--- src/rtl/div_seq_16.sv ---
// Sequential unsigned restoring divider: one shift-subtract step per clock,
// quotient/remainder registered at completion with a one-cycle done pulse.
module div_seq_16 #(
   parameter int WIDTH = 16
) (
   input  logic             clock,
   input  logic             rst,
   input  logic             start,
   input  logic [WIDTH-1:0] dividend,
   input  logic [WIDTH-1:0] divisor,
   output logic             busy,
   output logic             done,
   output logic             div_by_zero,
   output logic [WIDTH-1:0] quotient,
   output logic [WIDTH-1:0] remainder
);

   localparam int CNT_W = (WIDTH > 1) ? $clog2(WIDTH) : 1;
   localparam logic [CNT_W-1:0] LAST_CNT = CNT_W'(WIDTH - 1);

   typedef enum logic [1:0] {IDLE, CALC, DONE} state_t;

   state_t           state_q;
   logic [WIDTH-1:0] rem_q;
   logic [WIDTH-1:0] quo_q;
   logic [WIDTH-1:0] dreg_q;
   logic [CNT_W-1:0] count_q;
   logic             busy_q;
   logic             done_q;
   logic             dbz_q;
   logic [WIDTH-1:0] quotient_q;
   logic [WIDTH-1:0] remainder_q;

   logic [WIDTH:0]   remShift;
   logic [WIDTH:0]   trial;
   logic [WIDTH-1:0] rem_d;
   logic [WIDTH-1:0] quo_d;
   logic             accept;

   // A restore only happens when the shifted partial remainder is below the
   // divisor, so the kept remainder always fits in WIDTH bits.
   always_comb begin
      remShift = {rem_q, quo_q[WIDTH-1]};
      trial    = remShift - {1'b0, dreg_q};
      rem_d    = trial[WIDTH] ? remShift[WIDTH-1:0] : trial[WIDTH-1:0];
      quo_d    = {quo_q[WIDTH-2:0], ~trial[WIDTH]};
   end

   assign accept = start && (state_q != CALC);

   always_ff @(posedge clock) begin
      if (rst) begin
         state_q     <= IDLE;
         rem_q       <= '0;
         quo_q       <= '0;
         dreg_q      <= '0;
         count_q     <= '0;
         busy_q      <= 1'b0;
         done_q      <= 1'b0;
         dbz_q       <= 1'b0;
         quotient_q  <= '0;
         remainder_q <= '0;
      end else begin
         case (state_q)
            CALC: begin
               rem_q   <= rem_d;
               quo_q   <= quo_d;
               count_q <= count_q + 1'b1;
               if (count_q == LAST_CNT) begin
                  state_q     <= DONE;
                  busy_q      <= 1'b0;
                  done_q      <= 1'b1;
                  quotient_q  <= quo_d;
                  remainder_q <= rem_d;
               end
            end
            default: begin
               done_q <= 1'b0;
               if (accept) begin
                  dreg_q  <= divisor;
                  rem_q   <= '0;
                  quo_q   <= dividend;
                  count_q <= '0;
                  dbz_q   <= 1'b0;
                  if (divisor == '0) begin
                     // Zero divisor short-circuits straight to a flagged result.
                     state_q     <= DONE;
                     done_q      <= 1'b1;
                     dbz_q       <= 1'b1;
                     quotient_q  <= '1;
                     remainder_q <= dividend;
                  end else begin
                     state_q <= CALC;
                     busy_q  <= 1'b1;
                  end
               end else begin
                  state_q <= IDLE;
               end
            end
         endcase
      end
   end

   assign busy        = busy_q;
   assign done        = done_q;
   assign div_by_zero = dbz_q;
   assign quotient    = quotient_q;
   assign remainder   = remainder_q;

endmodule

--- config.mk ---
export PLATFORM = sky130hd
export DESIGN_NAME = div_seq_16
export DESIGN_NICKNAME = d
export VERILOG_FILES = /design/src/rtl/div_seq_16.sv
export SDC_FILE = /design/constraint.sdc
export NUM_CORES = 1
export LEC_CHECK = 0
export ABC_CLOCK_PERIOD_IN_PS = 4700
export CAP_MARGIN = 20
export CORE_MARGIN = 5
export CORE_UTILIZATION = 60
export CTS_BUF_LIST = sky130_fd_sc_hd__clkbuf_8
export CTS_CLUSTER_DIAMETER = 60
export DETAILED_ROUTE_END_ITERATION = 10
export HOLD_SLACK_MARGIN = 0.03
export PLACE_DENSITY = 0.94
export RECOVER_POWER = 100
export SETUP_SLACK_MARGIN = 0.2
export SYNTH_ARGS = -nofsm -noshare
export SYNTH_HDL_FRONTEND = slang
export SYNTH_SLANG_ARGS = --single-unit
--- constraint.sdc ---
create_clock -name clock -period 4.7 [get_ports clock]
set_clock_uncertainty 0.2 [all_clocks]
set_input_delay 0.94 -clock clock [delete_from_list [all_inputs] [get_ports clock]]
set_output_delay 0.94 -clock clock [all_outputs]
set_load 0.03 [all_outputs]
==> flow_summary.yaml, run 1 <==
run_status:
  outcome: "completed"
worst_setup_path:
  crit_type: "flop to flop"
  required_ns: 4.79
  path_max_fanout: 12
  end_kind: "flop"
  critPathLaunchType: "flop"
  cp.arrival_ns: 4.02
  crit-reg2reg-launch: "quo_q[15]"
  critPathLaunch: "quo_q[15]"
synthesis:
  ys.flop_type: "dfxtp_1"
  synth-seq-area-share_pct: 38.9
  ys_types: 53
  yosys.area.top_type: "dfxtp_1"
  avgSynthCellArea_um2: 8.20
  synth_edf_count: 0
  synth.cell_area_um2: 4530
  synth_top_area_share_pct: 38.9
  synthArstFlopShare_pct: 0
  syn_nets: 605
  ys_top_cells_by_area: "dfxtp_1, a211oi_1, a21oi_1, nand2_1, mux2i_1"
  syn_inst: 552
  ys_ff_latch: 88
  ys.warnings.count: 0
floorplanning:
  die_w_um: 96.9
  die_h_um: 96.9
  initial_core_util_pct: 62.1
  ioPinCount: 70
  core_um2: 7290
  die_area_um2: 9380
  num_rows: 31
finish:
  nFillCells: 525
  num_antenna_cells: 0
  multiInputGateArea_um2: 2510
  seq_area_um2: 1760
  layout.cells.most_common: "dfxtp_1"
  nets: 656
  drive_gt1_share_pct: 4.94
  areaGrowthSynthToFinish_pct: 19.8
  layout_common_cells: "dfxtp_1, nand2_1, a21oi_1, nor2_1, a211oi_1"
power:
  p_leak_nw: 2.07
  power_density_nw_per_um2: 414
  total_power_mw: 2.24
  peakVddDrop_mv: 0.183
cts:
  cts_buffers: 9
  clkSlewWorstSetupHoldPaths_ns: 0.09
  postCtsHoldBufs: 0
  clock_sink_count: 88
  post-cts-setup-buffer-count: 0
  post_cts_resized: 0
  cts-root-buf: "clkbuf_8"
  clk_latency_ns: 0.37
  cts_htree_levels: 3
  cts_tree: "built"
  ctsLongestPathBuffers: 2
drt:
  detail-route-antenna-nets: 0
  vias: 4461
  drtIter0Drc: 424
  drc: 0
  dr.pass1.iters: 8
  drt_wl_total_mm: 12.7
  viasPerCell: 6.32
  wire_per_inst_um: 18.0
placement:
  hpwl_mm: 8.96
  portBuffers: 69
  gp_congestion: 0.927
sta:
  fin_tns_setup_ns: 0
  tightest_slew_ns: 1.43
  maxSlewHeadroom_pct: 4.40
  setup-violations-final: 0
  fmax_ghz: 0.254
  timing.final.crit_period_ns: 3.93
  final_hold_viol_count: 0
  rsz0062_at_grt: "no"
  finalCritPeriodShare_pct: 83.7
  final_max_slew_viol_count: 0
hold_path:
  hold_path_class: "flop to flop"
  min_from: "dreg_q[7]"
run:
  cap_viol_max_count: 0
grt:
  grt_pass1_vias: 4344
  grt_usage_pct: 26.5
  overflow: 0
  grt_pass1_wl_mm: 20.7
  antenna_found_initial: 0
  grt_max_degree: 57
[power breakdown]
group          leakage [nW]  internal [mW]  switching [mW]
clock network         0.102          0.300           0.290
registers             0.717          0.789          0.0410
logic                  1.25          0.310           0.513
[state kept, by name (all words and copies together) (netlist names)]
signal and cells:
dreg_q 16, quo_q 16, quotient 16, rem_q 16, remainder 16, count_q 4, state_q 2, busy 1
div_by_zero 1
[path summary, 6_finish.rpt]
kind	endpoint	slack [ns]	cells past startpoint
worst min register to register	dreg_q[7]	0.26	2
worst max register to register	remainder[12]	0.77	11
worst min-delay path	dreg_q[7]	0.26	2
worst max-delay path	remainder[12]	0.77	11
[critical path: stages (launching register included)]
cell	delay [ns]
dfxtp_1	0.34
inv_1	0.07
ha_1	0.17
inv_1	0.06
fa_1	0.43
a211oi_1	0.36
o21a_1	0.23
a211oi_1	0.16
nor3_1	0.87
or2_4	0.37
mux2_1	0.38
a211oi_1	0.20
[per-stage QoR]
step | util (%) | instances | setup slack [ns] | hold slack, ns | instance area, µm²
floorplan | - | 552 | 1.82 | 0.236 | 4530
global placement | 71.8 | 690 | 1.32 | 0.244 | 5240
detailed placement | 71.8 | 690 | 1.22 | 0.247 | 5240
CTS | 74.8 | 705 | 1.41 | 0.258 | 5460
global route | 74.4 | 706 | 0.601 | 0.290 | 5420
finish | 74.4 | 706 | 0.767 | 0.256 | 5420
[metal layers]
| layer | track usage (%) | share of wire (%) | vias up | wire, µm |
|---|---|---|---|---|
| li1 | - | - | 2085 | - |
| met4 | 13.5 | 3.1 | 0 | 389 |
| met1 | 30.6 | 39 | 2082 | 5000 |
| met3 | 7.12 | 9.1 | 36 | 1150 |
| met2 | 45.0 | 48 | 258 | 6150 |
| met5 | 0 | 0 | - | 0 |
[synthesized netlist by cell type, types with 5 or more instances]
cell type	instances
xnor2_1	5
a211oi_1	42
inv_1	21
a21oi_1	58
nor2_1	56
ha_1	17
xor2_1	8
nand3_1	16
dfxtp_1	88
nand2b_1	5
nor3_1	7
nor4_1	7
nand2_1	71
clkbuf_1	29
mux2i_1	25
a31oi_1	9
o21ai_0	21
a221oi_1	8
[kinds of logic after synthesis]
| group | Yosys count | synth area share, % |
|---|---|---|
| flip-flops | 88 | 38.9 |
| AO/OA/AOI/OAI | 163 | 23.6 |
| buffers and inverters | 57 | 4.92 |
| XOR/XNOR | 13 | 2.52 |
| adder cells (fa/ha/maj) | 18 | 5.14 |
| AND/OR/NAND/NOR | 187 | 19.1 |
| multiplexers | 26 | 5.78 |
[area by class of cell]
cell class                 count  area share [%]
multi-input combinational    407            46.4
sequential                    88            32.5
timing repair buffer          76            13.4
clock buffer                   9            2.28
tap                           99            2.28
clock inverter                 6            1.71
inverter                      21            1.45
Note: power is estimated with default switching activity, not from simulation.
==> run 2, diff against run 1 <==
--- a/config.mk
+++ b/config.mk
@@ -5,15 +5,15 @@
 export SDC_FILE = /design/constraint.sdc
 export NUM_CORES = 1
 export LEC_CHECK = 0
-export ABC_CLOCK_PERIOD_IN_PS = 4700
+export ABC_CLOCK_PERIOD_IN_PS = 3850
 export CAP_MARGIN = 20
 export CORE_MARGIN = 5
-export CORE_UTILIZATION = 60
+export CORE_UTILIZATION = 56
 export CTS_BUF_LIST = sky130_fd_sc_hd__clkbuf_8
 export CTS_CLUSTER_DIAMETER = 60
 export DETAILED_ROUTE_END_ITERATION = 10
 export HOLD_SLACK_MARGIN = 0.03
-export PLACE_DENSITY = 0.94
+export PLACE_DENSITY = 0.89
 export RECOVER_POWER = 100
 export SETUP_SLACK_MARGIN = 0.2
 export SYNTH_ARGS = -nofsm -noshare
==> constraint.sdc (replaced) <==
create_clock -name clock -period 3.85 [get_ports clock]
set_clock_uncertainty 0.2 [all_clocks]
set_input_delay 0.77 -clock clock [delete_from_list [all_inputs] [get_ports clock]]
set_output_delay 0.77 -clock clock [all_outputs]
set_load 0.03 [all_outputs]
==> run 2 against run 1 <==
  * Sequential share of layout area decreased by 0.15 points
  * Largest power group unchanged
  * Global-route usage decreased by 2.2 points
  * Maximum frequency increased by 13%
  * Critical path depth unchanged
  * Highest routed layer unchanged
  * Flip-flop and latch count unchanged
  * Non-clock buffer count increased by 1
  * Clock power increased by 14%
  * Clock-buffer cell count unchanged
  * Setup slack got worse by 0.41 ns
  * Sequential power increased by 22%
==> flow_summary.yaml, run 2 (synthesized netlist as in run 1, its figures left out) <==
drt:
  vias: 4348
  drt_wl_total_mm: 12.3
  dr.pass1.iters: 8
  wire_per_inst_um: 17.3
  viasPerCell: 6.12
  drc: 0
  drtIter0Drc: 500
  detail-route-antenna-nets: 0
cts:
  ctsLongestPathBuffers: 2
  cts_tree: "built"
  cts-root-buf: "clkbuf_8"
  post_cts_resized: 0
  post-cts-setup-buffer-count: 0
  cts_buffers: 9
  clock_sink_count: 88
  clk_latency_ns: 0.37
  postCtsHoldBufs: 0
  clkSlewWorstSetupHoldPaths_ns: 0.09
  cts_htree_levels: 3
finish:
  nets: 657
  layout_common_cells: "dfxtp_1, nand2_1, a21oi_1, nor2_1, a211oi_1"
  layout.cells.non_filler: 711
  layout.cells.most_common: "dfxtp_1"
  drive_gt1_share_pct: 5.42
  num_antenna_cells: 0
  areaGrowthSynthToFinish_pct: 20.4
grt:
  grt_pass1_vias: 4123
  overflow: 0
  grt_max_degree: 53
  use_met3_pct: 4.86
  antenna_found_initial: 0
  met1_usage_pct: 31.0
  grt_pass1_wl_mm: 19.9
  grt_usage_pct: 24.4
  use_met2_pct: 41.0
  busiest_layer: "met2"
worst_setup_path:
  worstReg2RegEnd: "remainder[0]"
  cp.arrival_ns: 3.57
  reg2reg_depth: 11
  critPathLaunch: "quo_q[15]"
  critPathLaunchType: "flop"
  r2r_setup_slack_ns: 0.36
  cp_slowest_cell: "fa_1"
  path_cells: "inv_1 > ha_1 > inv_1 > fa_1 > a211oi_1 > o21a_1 > a211oi_1 > o21a_1 > or2_4 > or3_1 > a311oi_2"
  setup.worst_path.end: "remainder[0]"
  path_max_fanout: 12
  end_kind: "flop"
  critPathMaxStageDelay_ns: 0.43
  required_ns: 3.93
  crit_type: "flop to flop"
  crit-reg2reg-launch: "quo_q[15]"
sta:
  fin_tns_setup_ns: 0
  setup-violations-final: 0
  final_max_slew_viol_count: 0
  tightest_slew_ns: 1.49
  final_hold_viol_count: 0
  fmax_ghz: 0.287
  timing.final.crit_period_ns: 3.49
  finalCritPeriodShare_pct: 90.6
  maxSlewHeadroom_pct: 0.904
  hold_ws_ns: 0.259
  rsz0062_at_grt: "no"
floorplanning:
  die_area_um2: 9980
  ioPinCount: 70
  core_um2: 7810
  die_h_um: 99.9
  num_rows: 32
  die_w_um: 99.9
  initial_core_util_pct: 58.0
hold_path:
  hold_path_class: "flop to flop"
power:
  peakVddDrop_mv: 0.248
  p_leak_nw: 2.09
  power_density_nw_per_um2: 494
placement:
  hpwl_mm: 9.00
  place_inst: 695
  portBuffers: 69
  gp_congestion: 0.899
run_status:
  outcome: "completed"
run:
  cap_viol_max_count: 0
run 2: critical path: cells and delay by family (launching register included):
family | cells | cell delay (ns)
buffers and inverters | 2 | 0.11
flip-flops | 1 | 0.34
AO/OA/AOI/OAI | 5 | 1.41
adder cells (fa/ha/maj) | 2 | 0.59
AND/OR/NAND/NOR | 2 | 0.75
run 2: worst min-delay path by stage:
stage	from	end	slack [ns]	depth (start not counted)
floorplan	dreg_q[10]	dreg_q[10]	0.24	2
global placement	dreg_q[7]	dreg_q[7]	0.24	2
detailed placement	dreg_q[5]	dreg_q[5]	0.25	2
CTS	dreg_q[5]	dreg_q[5]	0.26	2
global route	dreg_q[13]	dreg_q[13]	0.28	2
finish	dreg_q[5]	dreg_q[5]	0.26	2
run 2: per-layer routing:
| layer | part of all wire (%) | routed length, µm | vias up |
|---|---|---|---|
| li1 | - | - | 2092 |
| met1 | 42 | 5190 | 2023 |
| met2 | 47 | 5800 | 204 |
| met3 | 8.1 | 990 | 29 |
| met4 | 2.6 | 315 | 0 |
| met5 | 0 | 0 | - |
run 2: area by class of cell:
| type | instances | area [µm²] |
|---|---|---|
| well taps | 102 | 128 |
| clock buffers | 9 | 124 |
| flip-flops and latches | 88 | 1760 |
| inverters | 21 | 78.8 |
| fillers | 633 | 2360 |
| multi-input cells | 407 | 2520 |
| clock inverters | 7 | 81.3 |
| repair buffers | 77 | 754 |
run 2: metrics by stage:
step	setup slack [ns]	util (%)	cell area, µm²	total power [mW]
2_1_floorplan	0.967	-	4530	1.80
3_3_place_gp	0.696	67.5	5270	1.99
3_5_place_dp	0.540	67.5	5270	2.02
4_1_cts	0.574	70.1	5480	2.68
5_1_grt	0.248	69.8	5450	2.82
6_report	0.361	69.8	5450	2.69
run 2: power by group:
part	internal (mW)	total (mW)	leakage, nW	switching, mW
registers	0.963	1.01	0.717	0.0491
clock network	0.309	0.671	0.105	0.362
logic	0.387	1.01	1.27	0.623
total	1.66	2.69	2.09	1.03
==> run 3, diff against run 2 <==
--- a/config.mk
+++ b/config.mk
@@ -5,7 +5,7 @@
 export SDC_FILE = /design/constraint.sdc
 export NUM_CORES = 1
 export LEC_CHECK = 0
-export ABC_CLOCK_PERIOD_IN_PS = 3850
+export ABC_CLOCK_PERIOD_IN_PS = 3900
 export CAP_MARGIN = 20
 export CORE_MARGIN = 5
 export CORE_UTILIZATION = 56
==> constraint.sdc (replaced) <==
create_clock -name clock -period 3.9 [get_ports clock]
set_clock_uncertainty 0.2 [all_clocks]
set_input_delay 0.78 -clock clock [delete_from_list [all_inputs] [get_ports clock]]
set_output_delay 0.78 -clock clock [all_outputs]
set_load 0.03 [all_outputs]
==> run 3 against run 2 <==
  * Final cell count up 0.14%
  * Via count rose by 0.83%
  * Critical path depth is the same
  * Die area stayed put
  * Clock-buffer cell count unchanged
  * Sequential share of layout area hardly changed
  * Final area decreased by 0.11%
  * Register-to-register slack better by 0.06 ns
  * Sequential power hardly changed
  * Non-clock buffer count grew 1
  * Routed wire length shrank 1.4%
  * Critical path type unchanged
  * Critical endpoint is now remainder[12]
  * Largest power group unchanged
==> flow_summary.yaml, run 3 (synthesized netlist as in run 1, its figures left out) <==
run_status:
  outcome: "completed"
sta:
  finalCritPeriodShare_pct: 89.2
  fmax_ghz: 0.288
  final_hold_viol_count: 0
  rsz0062_at_grt: "no"
  timing.final.crit_period_ns: 3.48
  setup-violations-final: 0
  maxSlewHeadroom_pct: 2.11
  final_max_slew_viol_count: 0
  tightest_slew_ns: 1.47
  fin_tns_setup_ns: 0
worst_setup_path:
  end_kind: "flop"
  worst_path_most_repeated_cell: "a211oi_1"
  required_ns: 3.98
  reg2reg_depth: 11
  path_depth: 11
  cp.arrival_ns: 3.56
  path_max_fanout: 12
  path_cells: "inv_1 > ha_1 > inv_1 > fa_1 > a211oi_1 > o21a_1 > a211oi_1 > o21a_1 > or2_4 > mux2_1 > a211oi_1"
  critPathMaxStageDelay_ns: 0.60
  path_delay_family: "compound AO/OA/AOI/OAI gates"
  critical_path_buf_inv_count: 2
  cp_slowest_cell: "a211oi_1"
  critPathLaunchType: "flop"
  crit_type: "flop to flop"
grt:
  grt_pass1_wl_mm: 19.6
  antenna_found_initial: 0
  grt_pass1_vias: 4098
  overflow: 0
  grt_max_degree: 53
  grt_usage_pct: 24.0
cts:
  post_cts_resized: 0
  clkSlewWorstSetupHoldPaths_ns: 0.09
  cts_htree_levels: 3
  cts_buffers: 9
  cts-root-buf: "clkbuf_8"
  cts_tree: "built"
  clock_sink_count: 88
  clk_latency_ns: 0.36
  ctsLongestPathBuffers: 2
  post-cts-setup-buffer-count: 0
  postCtsHoldBufs: 0
finish:
  nets: 658
  drive_gt1_share_pct: 5.90
  final_util_pct: 69.7
  nFillCells: 616
  layout_common_cells: "dfxtp_1, nand2_1, a21oi_1, nor2_1, a211oi_1"
  layout.cells.most_common: "dfxtp_1"
  num_antenna_cells: 0
  areaGrowthSynthToFinish_pct: 20.2
drt:
  drtIter0Drc: 410
  drt_wl_total_mm: 12.1
  vias: 4384
  drc: 0
  wire_per_inst_um: 17.0
  dr.pass1.iters: 5
  detail-route-antenna-nets: 0
  viasPerCell: 6.16
power:
  total_power_mw: 2.65
  power_density_nw_per_um2: 487
  peakVddDrop_mv: 0.237
  p_leak_nw: 2.08
floorplanning:
  die_h_um: 99.9
  ioPinCount: 70
  num_rows: 32
  initial_core_util_pct: 58.0
  die_w_um: 99.9
  core_um2: 7810
  die_area_um2: 9980
hold_path:
  hold_path_class: "flop to flop"
  holdPathStages: 2
run:
  cap_viol_max_count: 0
placement:
  hpwl_mm: 8.91
  gp_congestion: 0.851
  portBuffers: 69
run 3: per-stage QoR:
step | area, µm² | cells | setup slack, ns | hold slack (ns)
global placement | 5270 | 696 | 0.695 | 0.245
global route | 5440 | 712 | 0.309 | 0.280
finish | 5440 | 712 | 0.423 | 0.257
CTS | 5470 | 712 | 0.588 | 0.260
floorplan | 4530 | 552 | 1.02 | 0.236
detailed placement | 5270 | 696 | 0.602 | 0.248
run 3: path summary, 6_finish.rpt:
check,start,end,slack (ns)
max,quo_q[15],remainder[12],0.42
min reg2reg,dreg_q[15],dreg_q[15],0.26
min,dreg_q[15],dreg_q[15],0.26
max reg2reg,quo_q[15],remainder[12],0.42
run 3: report_power, final:
group	switching [mW]	leakage [nW]	internal (mW)
sequential	0.0484	0.717	0.950
combinational	0.617	1.27	0.381
clock	0.352	0.0966	0.302
run 3: layer usage:
layer  global-route usage (%)  routed length, µm  vias up
li1                         -                  -     2092
met1                     31.3               5130     2041
met2                     38.5               5620      215
met3                     4.73               1020       36
met4                     10.4                360        0
met5                        0                  0        -
run 3: cell type report:
type	instances	area, µm²	area share, %
flip-flops and latches	88	1760	32.4
multi-input cells	407	2530	46.4
clock buffers	9	124	2.28
repair buffers	78	747	13.7
well taps	102	128	2.35
inverters	21	78.8	1.45
clock inverters	7	76.3	1.40
run 3: worst min-delay path, stage by stage, from the launching register on:
cell,delay (ns)
dfxtp_1,0.32
nand2_1,0.05
a21oi_1,0.05
